**config.mk**
```make
export PLATFORM = sky130hd
export DESIGN_NAME = bit_stream_lock
export DESIGN_NICKNAME = d
export VERILOG_FILES = /design/src/rtl/bit_stream_lock.sv
export SDC_FILE = /design/constraint.sdc
export NUM_CORES = 1
export LEC_CHECK = 0
export BUFFER_PORTS_ARGS = -buffer_cell sky130_fd_sc_hd__buf_2
export CORE_AREA = 4 4 41 43
export CTS_CLUSTER_SIZE = 20
export DETAILED_ROUTE_END_ITERATION = 8
export DIE_AREA = 0 0 45 47
export PLACE_DENSITY = 0.77
export RECOVER_POWER = 25
export SYNTH_ARGS = -nofsm -noshare
export SYNTH_HDL_FRONTEND = slang
export SYNTH_SLANG_ARGS = --single-unit
```
**constraint.sdc**
```tcl
create_clock -name clk -period 2.8 [get_ports clk]
set_input_delay 0.14 -clock clk [delete_from_list [all_inputs] [get_ports clk]]
set_output_delay 0.14 -clock clk [all_outputs]
set_load 0.01 [all_outputs]
```
**src/rtl/bit_stream_lock.sv**
```systemverilog
// bit_stream_lock: serial frame-sync lock detector.
// Hunts a 1-bit stream for SYNC_WORD, locks after LOCK_HITS matches spaced
// FRAME_LEN bits apart, and unlocks after MISS_LIMIT consecutive missed
// sync words while locked.
// Optional build macro: BIT_STREAM_LOCK_STATE_OUT_EN adds a state[3:0]
// output carrying the current state encoding.
module bit_stream_lock #(
  parameter int                SYNC_W     = 4,
  parameter logic [SYNC_W-1:0] SYNC_WORD  = 4'b1011,
  parameter int                FRAME_LEN  = 8,
  parameter int                LOCK_HITS  = 2,
  parameter int                MISS_LIMIT = 2
) (
  input  logic       clk,
  input  logic       rst_n,
  input  logic       din,
  input  logic       en,
  output logic       lock
`ifdef BIT_STREAM_LOCK_STATE_OUT_EN
  ,
  output logic [3:0] state
`endif
);

  localparam int CNT_W  = (FRAME_LEN > 1) ? $clog2(FRAME_LEN) : 1;
  localparam int HIT_W  = $clog2(LOCK_HITS + 1);
  localparam int MISS_W = $clog2(MISS_LIMIT + 1);

  localparam logic [3:0] S_HUNT   = 4'd0;
  localparam logic [3:0] S_VERIFY = 4'd1;
  localparam logic [3:0] S_LOCKED = 4'd2;

  localparam logic [CNT_W-1:0]  FRAME_LAST = CNT_W'(FRAME_LEN - 1);
  localparam logic [HIT_W-1:0]  HITS_NEED  = HIT_W'(LOCK_HITS);
  localparam logic [MISS_W-1:0] MISS_NEED  = MISS_W'(MISS_LIMIT);

  // Only the oldest SYNC_W-1 bits are stored; the newest bit is din itself,
  // so the full SYNC_W window is {r_sh, din} on every sampled bit.
  logic [SYNC_W-2:0] r_sh;
  logic [3:0]        r_state;
  logic [CNT_W-1:0]  r_bit_cnt;
  logic [HIT_W-1:0]  r_hits;
  logic [MISS_W-1:0] r_misses;
  logic              r_lock;

  logic [SYNC_W-1:0] w_sh_next;
  logic              w_match;
  logic              w_boundary;
  logic [3:0]        w_state_nxt;
  logic [CNT_W-1:0]  w_cnt_nxt;
  logic [HIT_W-1:0]  w_hits_nxt;
  logic [MISS_W-1:0] w_misses_nxt;
  logic [HIT_W-1:0]  w_hits_inc;
  logic [MISS_W-1:0] w_misses_inc;

  assign w_sh_next    = {r_sh, din};
  assign w_match      = (w_sh_next == SYNC_WORD);
  assign w_boundary   = (r_bit_cnt == FRAME_LAST);
  assign w_hits_inc   = r_hits + 1'b1;
  assign w_misses_inc = r_misses + 1'b1;

  // Next-state and counter decisions for one sampled bit.
  always_comb begin
    w_state_nxt  = r_state;
    w_cnt_nxt    = r_bit_cnt;
    w_hits_nxt   = r_hits;
    w_misses_nxt = r_misses;
    case (r_state)
      S_HUNT: begin
        if (w_match) begin
          w_cnt_nxt   = '0;
          w_hits_nxt  = HIT_W'(1);
          w_state_nxt = (LOCK_HITS == 1) ? S_LOCKED : S_VERIFY;
        end
      end
      S_VERIFY: begin
        if (w_boundary) begin
          w_cnt_nxt = '0;
          if (w_match) begin
            w_hits_nxt = w_hits_inc;
            if (w_hits_inc == HITS_NEED) begin
              w_state_nxt = S_LOCKED;
            end
          end else begin
            // The failing boundary bit is not re-examined as a new start.
            w_hits_nxt  = '0;
            w_state_nxt = S_HUNT;
          end
        end else begin
          w_cnt_nxt = r_bit_cnt + 1'b1;
        end
      end
      S_LOCKED: begin
        if (w_boundary) begin
          w_cnt_nxt = '0;
          if (w_match) begin
            w_misses_nxt = '0;
          end else if (w_misses_inc == MISS_NEED) begin
            w_misses_nxt = '0;
            w_hits_nxt   = '0;
            w_state_nxt  = S_HUNT;
          end else begin
            w_misses_nxt = w_misses_inc;
          end
        end else begin
          w_cnt_nxt = r_bit_cnt + 1'b1;
        end
      end
      default: begin
        w_state_nxt = S_HUNT;
      end
    endcase
  end

  // Register update: reset wins, otherwise advance only on valid bits.
  always_ff @(posedge clk) begin
    if (!rst_n) begin
      r_sh      <= '0;
      r_state   <= S_HUNT;
      r_bit_cnt <= '0;
      r_hits    <= '0;
      r_misses  <= '0;
      r_lock    <= 1'b0;
    end else if (en) begin
      r_sh      <= w_sh_next[SYNC_W-2:0];
      r_state   <= w_state_nxt;
      r_bit_cnt <= w_cnt_nxt;
      r_hits    <= w_hits_nxt;
      r_misses  <= w_misses_nxt;
      r_lock    <= (w_state_nxt == S_LOCKED);
    end
  end

  assign lock = r_lock;

`ifdef BIT_STREAM_LOCK_STATE_OUT_EN
  assign state = r_state;
`endif

endmodule

```
# Yosys cells after proc, flatten, opt, wreduce, memory -nomap -nowiden
# Index checks and enable logic that the tools add are counted.
# word_totals
input_bits,4
wordCells,48
register_bits,15
output_inout_bits,1
# op_classes
n_addsub,3
mux,20
n_eq_ne,12
reduce_logical,7
# op_table
cell,count
$mux 4,7
$mux 2,8
$pmux 4 s3,1
$ne 2x2->1 const B,5
$eq 4x2->1 const B,2
$reduce_and 7->1,1
$mux 3,2
$pmux 2 s3,1
$pmux 3 s2,1
$reduce_and 3->1,2
$add 2x1->2 const B,2
$eq 2x2->1 const B,2
$eq 4x1->1 const B,1
$eq 4x4->1 const B,1
$logic_not 4->1,1
$add 3x1->3 const B,1
$eq 3x3->1 const B,1
$reduce_bool 3->1,1
$reduce_bool 2->1,1
$reduce_or 2->1,1

# Depth between registers and ports, before layout
# depth
ltp_word,7
depth_mapped,6
depth_no_buf,6

# Worst setup path before layout
# Ideal clock, no wire load.
# synth_path
path_kind,register to register
start,register r_bit_cnt[0]
end,register r_hits[0]
period_less_slack_ns,1.666
path_stages_with_launch,7
t_arrival_ns,1.594
required_time_ns,2.728
setup_ns,0.072
setup_slack_ns,1.134
path_buffers,0
path_cell_list,dfxtp_1 ha_1 ha_1 nor2b_1 or4_1 a31oi_1 mux2i_1
# synth_via
elab_chain_cells,3
word_cells_on_any_way,4
cone_classes,eq/ne: 3; reduce/logical: 1
# synth_lines
item,line_no,rtl
"start, declared",41,logic [CNT_W-1:0] r_bit_cnt;
"start signal, assigned",127,r_bit_cnt <= w_cnt_nxt;
$eq 3x3->1 (*),58,assign w_boundary = (r_bit_cnt == FRAME_LAST);
$ne 2x2->1 (no line),n/a,
$reduce_and 7->1 (no line) (*),n/a,
"end signal, assigned",128,r_hits <= w_hits_nxt;
"end, declared",42,logic [HIT_W-1:0] r_hits;
# Mark *: on every way between the ends. The rest lies on a longest branch, timed or not.
# A chain may end at the register's enable or synchronous reset.

# Worst setup path in the final report
# layout_path
start,register r_bit_cnt[0]
end,register r_hits[1]
# Same word-level chain as after synthesis.

==> metrics.md <==
| Metric | Value |
|---|---|
| Status | `finished clean` |
| Syn. warnings | `0` |
| Final Skew | `3.54 ps` |
| Post-synthesis mux area share | `0.0775` |
| Netlist cell types | `32` |
| Tcrit/Tclk final | `0.660` |
| # diodes | `0` |
| Post-synth net total | `85` |
| GR Overflow Total | `0` |
| CP Class | `flop to flop` |
| Critical Path AT | `2070 ps` |
| Hold Vio Cnt, Final | `0` |
| Slowest stage delay, CP | `400 ps` |
| Ratio of cells with drive above 1 in the final layout | `0.122` |
| Worst hold stages | `3` |
| Crit path max fanout | `6` |
| Max Cap Violations | `0` |
| Startpoint types | `flop` |
| Vias per inst | `5.95` |
| DRC viols | `0` |
| Synth-to-layout area growth | `5.49%` |
| Sw power | `80.9 µW` |
| CP most frequent cell | `ha_1` |
| Commonest non-fill, non-tap cell in the layout | `dfxtp_1` |
| Period minus WS final | `1850 ps` |
| Htree depth | `1` |
| Detail Route Antenna Nets | `0` |
| Via Count | `577` |
| Setup repair bufs after CTS | `0` |
| Die Y | `47 µm` |
| Synth Area in XOR/XNOR | `0.0113` |
| Cells on worst reg2reg path | `6` |
| Fmax | `541 MHz` |
| Core box area | `0.00130 mm²` |
| Largest family of logic cells by synthesized area | `simple AND/OR/NAND/NOR gates` |
| Initial antenna violation count | `0` |
| P_leak | `0.000338 µW` |
| WP data required | `3020 ps` |
| Seq/Total Area, Yosys | `0.388` |
| Most frequent cells in the layout | `dfxtp_1 (15), nor2b_1 (11), mux2i_1 (6)` |
| CTS Hold Bufs | `0` |
| Total Neg Setup Slack | `0 ps` |
| GRT Total Usage | `0.166` |
| Post-synthesis compound-gate area fraction | `0.176` |
| VDD IR-drop max | `0.291 mV` |
| Post-layout util | `0.628` |
| CTS buffer count | `3` |
| Combinational group share of total power | `0.041` |
| HP Class | `input port to flop` |
| Internal cell power | `274 µW` |
| Root buffer cell | `clkbuf_4` |
| RSZ-0062 raised after global routing | `false` |
| FF-to-FF Start | `r_bit_cnt[0]` |
| FF-to-FF setup slack | `950 ps` |
| Final nets | `90` |
| Clk slew on worst S/H paths | `90 ps` |
| Family with the most delay on the worst path | `simple AND/OR/NAND/NOR gates` |
| Io pins | `5` |
| Starting density of the core | `0.595` |
| Synth Area in Simple Gates | `0.263` |
| Slowest cell on the critical path | `or4_1` |
| Slew Viols, Final | `0` |
| Slew margin rel. | `0.719` |
| CP Cell Sequence | `ha_1 > ha_1 > nor2b_1 > or4_1 > a31oi_1 > mux2i_1` |
| WP buf/inv | `0` |
| First-pass GRT wire length | `2480 µm` |
| CTS sink cnt | `15` |
| Post-CTS sizing | `0` |
| RR Endpoint | `r_hits[1]` |
| Synth Cell Area | `774 µm²` |
| Syn avg cell area | `9.93 µm²` |
| First-pass iteration count of the detailed router | `4` |
| Hpwl dp | `1060 µm` |
| Final Wtd Congestion | `0.833` |
| Post-Synthesis Cells | `78` |
| Final setup vio count | `0` |
| Die footprint | `0.00212 mm²` |
| DRT Wirelength | `1460 µm` |
| Worst-skew pair later-pin latency | `280 ps` |
| Iteration-0 DRC Markers | `18` |
| CTS tree | `yes` |
| Clock power share | `0.350` |
| DR WL/cell | `15.0 µm` |
| Seq cells post-synth | `15` |
| Hold Crit Endpoint | `r_sh[0]` |
| Sw Share | `0.228` |
| Clock buffer depth | `2` |
| Sequential power share | `0.609` |
| Actual slew at the worst max-slew pin | `420 ps` |
| Power per cell area | `435 mW/mm²` |
| Port Buffers | `4` |
| Largest net degree at the start of global routing | `16` |
| Rows | `13` |
| Critical Path End Type | `flop` |
| Synth Area in Adders | `0.0485` |
| Hold path start | `din` |
| Number of global-route vias before repair | `541` |
| Die width | `45 µm` |
-- power by group through the flow --
stage          clock (µW)  combinational (µW)  sequential (µW)
2_1_floorplan           0                9.92              221
3_3_place_gp            0                14.4              221
3_5_place_dp            0                14.1              221
4_1_cts               129                14.3              216
5_1_grt               137                15.8              217
6_report              124                14.4              216
-- sequential cells by signal, indices dropped and copies added (netlist names) --
name	cells
r_state	4
r_sh	3
lock	1
r_bit_cnt	3
r_hits	2
r_misses	2
-- metal layers --
metal | global-route usage | routed length [µm]
met3 | 0.0268 | 45
met5 | 0 | 0
met1 | 0.216 | 711
met4 | 0.117 | 22
met2 | 0.251 | 678
-- Yosys cell counts --
cell type	instances	area (µm²)
nor2b_1	11	68.8
a32oi_1	2	17.5
and2_1	2	12.5
o311ai_2	1	16.3
inv_1	1	3.75
a211oi_4	1	20.0
o211a_1	1	10.0
nand4_1	1	6.26
mux2i_1	6	60.1
or4b_1	1	10.0
a21o_1	2	15.0
buf_2	1	5.00
nor4_1	2	12.5
nand2b_1	2	12.5
a31oi_1	2	12.5
ha_1	3	37.5
nor3_1	2	10.0
a21boi_1	1	7.51
clkbuf_1	2	7.51
nand3_1	1	5.00
dfxtp_1	15	300
xnor2_1	1	8.76
nand2_1	4	15.0
and4b_1	1	10.0
a21oi_1	2	10.0
o41ai_1	1	8.76
o2111a_1	1	11.3
o21a_1	1	7.51
buf_6	1	11.3
or4_1	1	7.51
nand4b_1	3	26.3
nor2_1	2	7.51
-- through the flow --
stage | area [µm²] | worst slack [ps] | power (µW) | cells | hold slack [ps]
4_1_cts | 817 | 949 | 359 | 97 | 138
6_report | 817 | 953 | 355 | 97 | 141
3_3_place_gp | 790 | 1070 | 236 | 93 | 431
5_1_grt | 817 | 812 | 369 | 97 | 157
2_1_floorplan | 774 | 1130 | 231 | 78 | 288
3_5_place_dp | 790 | 972 | 235 | 93 | 440
-- worst register-to-register path: cells and delay by family (launching register included) --
family	cells	cell delay (ps)
muxes	1	210
and+or+nand+nor	2	490
adders and majority gates	2	410
AOI/OAI and AO/OA	1	310
DFF	1	370
-- cell families (layout without fill, tap and decap cells) --
group	after synthesis	in the layout
xor gates and xnor gates	1	1
AOI/OAI and AO/OA	15	15
muxes	6	6
buffers and inverters	5	9
adders and majority gates	3	3
and+or+nand+nor	33	33
DFF	15	15
-- worst max-delay path by stage --
stage                       from        end  slack [ps]  cells past startpoint
floorplan           r_bit_cnt[0]  r_hits[0]        1130                      6
global placement    r_bit_cnt[0]  r_hits[0]        1070                      6
detailed placement  r_bit_cnt[0]  r_hits[1]         970                      6
CTS                 r_bit_cnt[0]  r_hits[1]         950                      6
global route        r_bit_cnt[0]  r_hits[0]         810                      6
finish              r_bit_cnt[0]  r_hits[1]         950                      6
-- cell type report --
type / instances / area, µm²
Tap cell: 15 / 18.8
Timing Repair Buffer: 4 / 20.0
Clock buffer: 3 / 22.5
Clock inverter: 1 / 5.00
Sequential cell: 15 / 300
Inverter: 1 / 3.75
Fill cell: 113 / 484
Multi-Input combinational cell: 58 / 447
Power figures use the tool's default switching activity.
